==> config.mk <==
export PLATFORM = sky130hd
export DESIGN_NAME = instr_loader
export DESIGN_NICKNAME = d
export VERILOG_FILES = /design/src/rtl/instr_loader.sv
export SDC_FILE = /design/constraint.sdc
export NUM_CORES = 1
export LEC_CHECK = 0
export CAP_MARGIN = 20
export CORE_UTILIZATION = 45
export DETAILED_ROUTE_END_ITERATION = 10
export GPL_TIMING_DRIVEN = 0
export PLACE_DENSITY = 0.82
export SYNTH_ARGS = -nofsm -noshare
export SYNTH_HDL_FRONTEND = slang
export SYNTH_SLANG_ARGS = --single-unit
==> constraint.sdc <==
create_clock -name clk -period 6 [get_ports clk]
set_input_delay 0.9 -clock clk [delete_from_list [all_inputs] [get_ports clk]]
set_output_delay 0.9 -clock clk [all_outputs]
set_load 0.03 [all_outputs]
==> src/rtl/instr_loader.sv <==
// instr_loader: receives a byte stream (length N, then N big-endian 16-bit
// words, then an optional checksum byte) and writes the words into an
// instruction memory write port at addresses 0..N-1.
// Optional feature macro: LOADER_CHECKSUM_EN. When it is defined, the loader
// keeps an XOR of the length and data bytes, consumes a trailing checksum byte,
// and raises a sticky error flag when that byte does not match.
`timescale 1ns/1ps
module instr_loader (
    input  logic        clk,
    input  logic        rst,
    input  logic        start,
    input  logic [7:0]  byte_in,
    input  logic        byte_valid,
    output logic        byte_ready,
    output logic        wr_en,
    output logic [7:0]  wr_addr,
    output logic [15:0] wr_data,
    output logic        busy,
    output logic        done,
    output logic        error,
    output logic [8:0]  words_loaded
);

    localparam logic [2:0] S_IDLE = 3'd0;
    localparam logic [2:0] S_LEN  = 3'd1;
    localparam logic [2:0] S_HI   = 3'd2;
    localparam logic [2:0] S_LO   = 3'd3;
`ifdef LOADER_CHECKSUM_EN
    localparam logic [2:0] S_CHK  = 3'd4;
`endif
    localparam logic [2:0] S_FIN  = 3'd5;

    logic [2:0]  state_q, state_d;
    logic [7:0]  len_q;
    logic [7:0]  idx_q;
    logic [15:0] data_q;
    logic [8:0]  cnt_q;
    logic        pend_q;   // a word was completed last cycle; write it now
    logic        last_q;   // the pending word is the final word of the load
    logic        xfer;
    logic        last_word;
`ifdef LOADER_CHECKSUM_EN
    logic [7:0]  csum_q;
    logic        err_q;
`endif

    assign xfer      = byte_valid && byte_ready;
    // The previous word's write always retires before the next low byte can
    // arrive (a high byte sits between them), so idx_q is current here.
    assign last_word = (idx_q == (len_q - 8'd1));

    assign byte_ready = (state_q == S_LEN) || (state_q == S_HI) || (state_q == S_LO)
`ifdef LOADER_CHECKSUM_EN
                        || (state_q == S_CHK)
`endif
                        ;
    // A write pending from LO must not escape in the cycle reset is applied.
    assign wr_en        = pend_q && !rst;
    assign wr_addr      = idx_q;
    assign wr_data      = data_q;
    assign busy         = (state_q != S_IDLE);
    assign done         = (state_q == S_FIN);
    assign words_loaded = cnt_q;
`ifdef LOADER_CHECKSUM_EN
    assign error        = err_q;
`else
    assign error        = 1'b0;
`endif

    // Next-state selection for the load sequencer.
    always_comb begin
        state_d = state_q;
        case (state_q)
            S_IDLE: if (start) state_d = S_LEN;
            S_LEN:  if (xfer)  state_d = (byte_in == 8'd0) ? S_FIN : S_HI;
            S_HI:   if (xfer)  state_d = S_LO;
            S_LO: begin
                if (xfer) begin
                    if (last_word) begin
`ifdef LOADER_CHECKSUM_EN
                        state_d = S_CHK;
`else
                        state_d = S_FIN;
`endif
                    end else begin
                        state_d = S_HI;
                    end
                end
            end
`ifdef LOADER_CHECKSUM_EN
            S_CHK:  if (xfer)  state_d = S_FIN;
`endif
            S_FIN:  state_d = S_IDLE;
            default: state_d = S_IDLE;
        endcase
    end

    // State, word assembly, write retirement and checksum bookkeeping.
    always_ff @(posedge clk) begin
        if (rst) begin
            state_q <= S_IDLE;
            len_q   <= 8'd0;
            idx_q   <= 8'd0;
            data_q  <= 16'd0;
            cnt_q   <= 9'd0;
            pend_q  <= 1'b0;
            last_q  <= 1'b0;
`ifdef LOADER_CHECKSUM_EN
            csum_q  <= 8'd0;
            err_q   <= 1'b0;
`endif
        end else begin
            state_q <= state_d;
            pend_q  <= (state_q == S_LO) && xfer;
            if (state_q == S_IDLE && start) begin
                idx_q <= 8'd0;
                cnt_q <= 9'd0;
`ifdef LOADER_CHECKSUM_EN
                csum_q <= 8'd0;
                err_q  <= 1'b0;
`endif
            end
            if (state_q == S_LEN && xfer) len_q <= byte_in;
            if (state_q == S_HI && xfer)  data_q[15:8] <= byte_in;
            if (state_q == S_LO && xfer) begin
                data_q[7:0] <= byte_in;
                last_q      <= last_word;
            end
            // The index stops at N-1 so it never points past the last word.
            if (pend_q) begin
                cnt_q <= cnt_q + 9'd1;
                if (!last_q) idx_q <= idx_q + 8'd1;
            end
`ifdef LOADER_CHECKSUM_EN
            if (xfer && (state_q == S_LEN || state_q == S_HI || state_q == S_LO))
                csum_q <= csum_q ^ byte_in;
            if (state_q == S_CHK && xfer)
                err_q <= (byte_in != csum_q);
`endif
        end
    end

endmodule

==> results of run 1 <==
-- synth_stat cells (all sizes together), types with 2 or more instances --
cell and n:
ha 3, nand3 11, clkbuf 10, o21ai 5, mux2 3, nand4 2
nor2b 4, a21oi 16, xnor2 7, nor2 41, nand2b 4, and4 2
a22oi 3, inv 6, nor3b 2, or3 2, dfxtp 46, and2 2
nor3 4, nor4 2, nand2 29, or2 3, xor2 8, buf 2
mux2i 19
-- worst max path at each step --
stage	depth (start not counted)	slack [ps]	endpoint	start
final	4	2500	wr_en	rst
after global routing	4	2430	wr_en	rst
after CTS	4	2510	wr_en	rst
after detailed placement	4	2530	wr_en	rst
after global placement	4	2520	wr_en	rst
after floorplan	2	3570	wr_en	rst
-- area by class of cell --
cell class                      instances  area, um2
Fill cell                             395       1670
Multi-Input combinational cell        189       1190
Sequential cell                        46        921
Timing Repair Buffer                   48        480
Clock buffer                            6       72.6
Tap cell                               52       65.1
Buffer                                 12       48.8
Clock inverter                          2       37.5
Inverter                                6       22.5
-- logic make-up after synthesis --
family | after synthesis | synth area share [%]
buffers and inverters | 18 | 3.27
flip-flops | 46 | 42.3
adder cells (fa/ha/maj) | 3 | 1.72
AND/OR/NAND/NOR | 114 | 25.1
AO/OA/AOI/OAI | 34 | 9.99
XOR/XNOR | 15 | 7.23
multiplexers | 22 | 10.3
other | 1 | 0.172
-- worst min-delay path: cells and delay by family, from the launching register on --
family	cells	cell delay, ps
flops	1	320
simple gates	1	50
compound gates	1	50
-- power groups by stage --
stage                     clock, mW  combinational, mW  sequential, mW
after floorplan                   0             0.0543           0.326
after global placement            0             0.0840           0.324
after detailed placement          0             0.0850           0.325
after CTS                     0.232             0.0853           0.317
after global routing          0.243             0.0934           0.319
final                         0.229             0.0856           0.317
-- layer usage --
layer,routed length [um],vias to the layer above
li1,-,970
met1,2330,890
met2,2220,45
met3,236,7
met4,41,0
met5,0,-
-- registers in the layout, indices dropped and copies added (netlist names) --
name          cells
last_q            1
len_q             8
pend_q            1
state_q           3
words_loaded      9
wr_addr           8
wr_data          16
-- metrics by stage --
| step | util [%] | hold WS [ps] | setup slack (ps) |
|---|---|---|---|
| 6_report | 62.9 | 457 | 2500 |
| 5_1_grt | 62.9 | 473 | 2430 |
| 4_1_cts | 62.9 | 459 | 2510 |
| 3_5_place_dp | 60.5 | 447 | 2530 |
| 3_3_place_gp | 60.5 | 443 | 2520 |
| 2_1_floorplan | - | 456 | 3570 |
==> results.toml, run 1 <==
[layout]
nets = 323
mostFrequentLayoutCell = "clkdlybuf4s50_1"
syn2layout_area_growth_pct = 30.1
diodes = 0
layout_common_cells = "48 x clkdlybuf4s50_1, 46 x dfxtp_1, 41 x nor2_1"
layout-drive-gt1-share_pct = 5.18
postLayoutCellArea_um2 = 2840
fin_cells = 361

[clock_network]
hold_buffers = 0
worstSkewPairLatency_ps = 300
cts_resized = 0
htreeDepth = 2
numClockSinks = 46
clockRootBuffer = "clkbuf_8"
path_clk_slew_ps = 80
cts_tree = "built"
cts_buffer_depth = 2
cts_setup_buffers = 0
cts_made_buffers = 5

[timing]
finClkSkew_ps = 6.39
finalSetupTns_ps = 0
final-max-slew-violation-count = 0
timing.fmax_mhz = 286
rsz0062_at_grt = "false"
period_needed_ps = 3500
post-route-period-util_pct = 58.3
hold_viol = 0
setup_viol = 0
max_slew_margin_pct = 44.9
worst_slew_pin_slew_ps = 823

[routing]
viasPerCell = 5.30
first_iter_violations = 103
drc = 0
postRouteWirelength_um = 4830
dr_total_vias = 1912
wl_per_cell_um = 13.4
drt.antenna.violating_nets = 0
drtPass1Iterations = 4

[power]
finalPower_mw = 0.632
power_frac_seq_pct = 50.2
p_sw_mw = 0.158
powerDensity_nw_per_um2 = 223
swShare_pct = 25.0
p_int_mw = 0.474
p_comb_share_pct = 13.5
clkPwrFrac_pct = 36.3
irDropWorstVdd_v = 0.000153
leakagePower_nw = 0.990

[synth]
ys_seq_elements = 46
synth_cell_types = 47
synth_edf_count = 0
synth_nets = 268
synth_ff_type = "dfxtp_1"
ys.warnings.count = 0
ys_async_sr_fraction_pct = 0
avgSynthCellArea_um2 = 8.61
synth.area.top_cells = "dfxtp_1 42%, mux2i_1 8.7%, nor2_1 7.1%"
yosysTopAreaCellShare_pct = 42.3
yosysSeqAreaShare_pct = 42.3
syn_area_um2 = 2180
synthCells = 253
synth_top_cell_by_area = "dfxtp_1"

[floorplanning]
die_area_um2 = 5130
placementRows = 24
top_level_ports = 50
die_h_um = 71.6
fp.dieW_um = 71.6
initial_core_util_pct = 48.4
coreArea_um2 = 4500

[worst_setup_path]
crit_chain = "clkdlybuf4s50_1 > clkbuf_1 > nor2b_1 > clkdlybuf4s50_1"
worst_setup_path_end_kind = "output pin"
critPathKind = "in2out"
critPathArrivalTime_ps = 2600
crit_required_ps = 5100
worst_r2r_endpoint = "state_q[1]"
critPathMaxStageDelay_ps = 610
worst_setup_path_start_kind = "primary input"
r2r_cells = 7
r2r_start = "len_q[0]"
path_delay_family = "buffers and inverters"
crit_buf_inv = 3
slowest_stage = "clkdlybuf4s50_1"
worstPathMaxFanout = 10
cpMostUsedCell = "clkdlybuf4s50_1"
r2r_setup_slack_ps = 3900

[global_routing]
antenna_found_initial = 0
grt_usage_pct = 19.7
grt.met3_usage_pct = 4.50
grt_use_met1_pct = 26.5
overflow = 0
grt_util_met2_pct = 32.4
grt-busiest-layer = "met2"
grt_pass1_wl_um = 8010
first_global_vias = 1761
grt_max_degree = 15

[placed_design]
dp_hpwl_um = 3540
dp.cells = 353
place_area_um2 = 2730
port_buffers = 48
gp_congestion = 0.814

[min_path]
holdCritPathClass = "reg2reg"
worstHoldEndpoint = "wr_data[4]"
worstHoldStart = "wr_data[4]"
hold_depth = 2

[outcome]
status = "complete, no violations"

[job]
cap_violations = 0
(Power assumes the default switching activity.)
==> inputs of run 2 (changes only) <==
--- a/config.mk
+++ b/config.mk
@@ -9,7 +9,7 @@
 export CORE_UTILIZATION = 45
 export DETAILED_ROUTE_END_ITERATION = 10
 export GPL_TIMING_DRIVEN = 0
-export PLACE_DENSITY = 0.82
+export PLACE_DENSITY = 0.85
 export SYNTH_ARGS = -nofsm -noshare
 export SYNTH_HDL_FRONTEND = slang
 export SYNTH_SLANG_ARGS = --single-unit
==> constraint.sdc (replaced) <==
create_clock -name clk -period 3.15 [get_ports clk]
set_input_delay 0.4725 -clock clk [delete_from_list [all_inputs] [get_ports clk]]
set_output_delay 0.4725 -clock clk [all_outputs]
set_load 0.03 [all_outputs]
==> run 2 against run 1 <==
Register-to-register slack got worse by 2900 ps. Clock-buffer cell count unchanged. Largest cell class unchanged. Global-route usage grew 0.75 points.
==> results.toml, run 2 (synthesized netlist as in run 1, its figures left out) <==
[outcome]
status = "complete, no violations"

[timing]
max_slew_margin_pct = 44.5
setup_viol = 0
worst_slack_ps = 512
rsz0062_at_grt = "false"
hold_viol = 0
finalSetupTns_ps = 0
period_needed_ps = 2640
timing.fmax_mhz = 379
worst_slew_pin_slew_ps = 829
final-max-slew-violation-count = 0
finClkSkew_ps = 10.9
post-route-period-util_pct = 83.7

[power]
power_frac_seq_pct = 53.8
p_int_mw = 0.824
clkPwrFrac_pct = 31.6
powerDensity_nw_per_um2 = 399
irDropWorstVdd_v = 0.000359
swShare_pct = 26.6
p_sw_mw = 0.299
leakagePower_nw = 0.984
p_comb_share_pct = 14.6

[floorplanning]
die_h_um = 71.6
die_area_um2 = 5130
coreArea_um2 = 4500
placementRows = 24
fp.dieW_um = 71.6
initial_core_util_pct = 48.4
top_level_ports = 50

[worst_setup_path]
worst_setup_path_end_kind = "output pin"
crit_end = "wr_en"
worst_r2r_endpoint = "state_q[1]"
crit_required_ps = 2680
worst_setup_path_start_kind = "primary input"
r2r_start = "len_q[0]"
r2r_cells = 7
worstPathMaxFanout = 10
critPathArrivalTime_ps = 2170
crit_start = "rst"
critPathKind = "in2out"
r2r_setup_slack_ps = 1030

[layout]
syn2layout_area_growth_pct = 29.0
layout_common_cells = "48 x clkdlybuf4s50_1, 46 x dfxtp_1, 41 x nor2_1"
layout-drive-gt1-share_pct = 5.18
nets = 323
postLayoutCellArea_um2 = 2810
mostFrequentLayoutCell = "clkdlybuf4s50_1"
diodes = 0
largest_reg_flops = 16
nFillCells = 400

[clock_network]
hold_buffers = 0
cts_tree = "built"
numClockSinks = 46
worstSkewPairLatency_ps = 300
path_clk_slew_ps = 90
clockRootBuffer = "clkbuf_8"
cts_buffer_depth = 2
cts_made_buffers = 5
cts_setup_buffers = 0
cts_resized = 0
htreeDepth = 2

[placed_design]
port_buffers = 48
dp_hpwl_um = 3650
place_ws_ps = 498
place_area_um2 = 2730
gp_congestion = 0.784

[job]
cap_violations = 0

[global_routing]
grt_pass1_wl_um = 8250
overflow = 0
first_global_vias = 1787
grt_usage_pct = 20.5
grt_max_degree = 15
antenna_found_initial = 0

[routing]
drc = 0
first_iter_violations = 89
dr_total_vias = 1916
drtPass1Iterations = 4
drt.antenna.violating_nets = 0
wl_per_cell_um = 13.7
postRouteWirelength_um = 4950
viasPerCell = 5.31

[min_path]
worstHoldStart = "wr_data[6]"
holdCritPathClass = "reg2reg"
[run 2: cell count changes in the layout (fill, tap and decap cells not counted), sizes merged]
cell,previous run,this run
bufinv,1,0
clkinvlp,1,0
clkinv,0,2
[run 2: power groups by stage]
stage               clock network [mW]  registers, mW  logic (mW)
finish                           0.355          0.604       0.164
global route                     0.389          0.607       0.178
CTS                              0.361          0.604       0.163
detailed placement                   0          0.618       0.162
global placement                     0          0.617       0.160
floorplan                            0          0.622       0.103
[run 2: stage by stage]
stage | power, mW | cells | hold slack (ps) | util [%]
2_1_floorplan | 0.725 | 253 | 456 | -
3_3_place_gp | 0.777 | 353 | 442 | 60.5
3_5_place_dp | 0.780 | 353 | 448 | 60.5
4_1_cts | 1.13 | 361 | 460 | 62.4
5_1_grt | 1.17 | 361 | 486 | 62.4
6_report | 1.12 | 361 | 461 | 62.4
[run 2: area by class of cell]
type | instances | area [um2] | share of cell area [%]
Inverter | 6 | 22.5 | 0.801
Clock buffer | 6 | 72.6 | 2.58
Sequential cell | 46 | 921 | 32.8
Multi-Input combinational cell | 189 | 1190 | 42.2
Timing Repair Buffer | 48 | 480 | 17.1
Buffer | 12 | 48.8 | 1.74
Clock inverter | 2 | 13.8 | 0.490
Tap cell | 52 | 65.1 | 2.31
[run 2: worst max-delay path, cell delays in order]
cell and delay, ps:
clkdlybuf4s50_1 540, clkbuf_1 450, nor2b_1 100, clkdlybuf4s50_1 610
[run 2: how the worst min path moves through the flow]
stage | cells after the start | to
6_report | 2 | wr_data[6]
3_5_place_dp | 2 | wr_data[2]
2_1_floorplan | 2 | last_q
3_3_place_gp | 2 | wr_data[2]
4_1_cts | 2 | wr_data[2]
5_1_grt | 2 | wr_data[2]
[run 2: routing by layer]
layer / GRT usage, % / wire (um) / share of wire [%] / vias up
li1: - / - / - / 981
met1: 26.4 / 2360 / 48 / 892
met2: 34.1 / 2360 / 48 / 41
met3: 5.63 / 206 / 4.2 / 2
met4: 5.23 / 17 / 0.34 / 0
met5: 0 / 0 / 0 / -
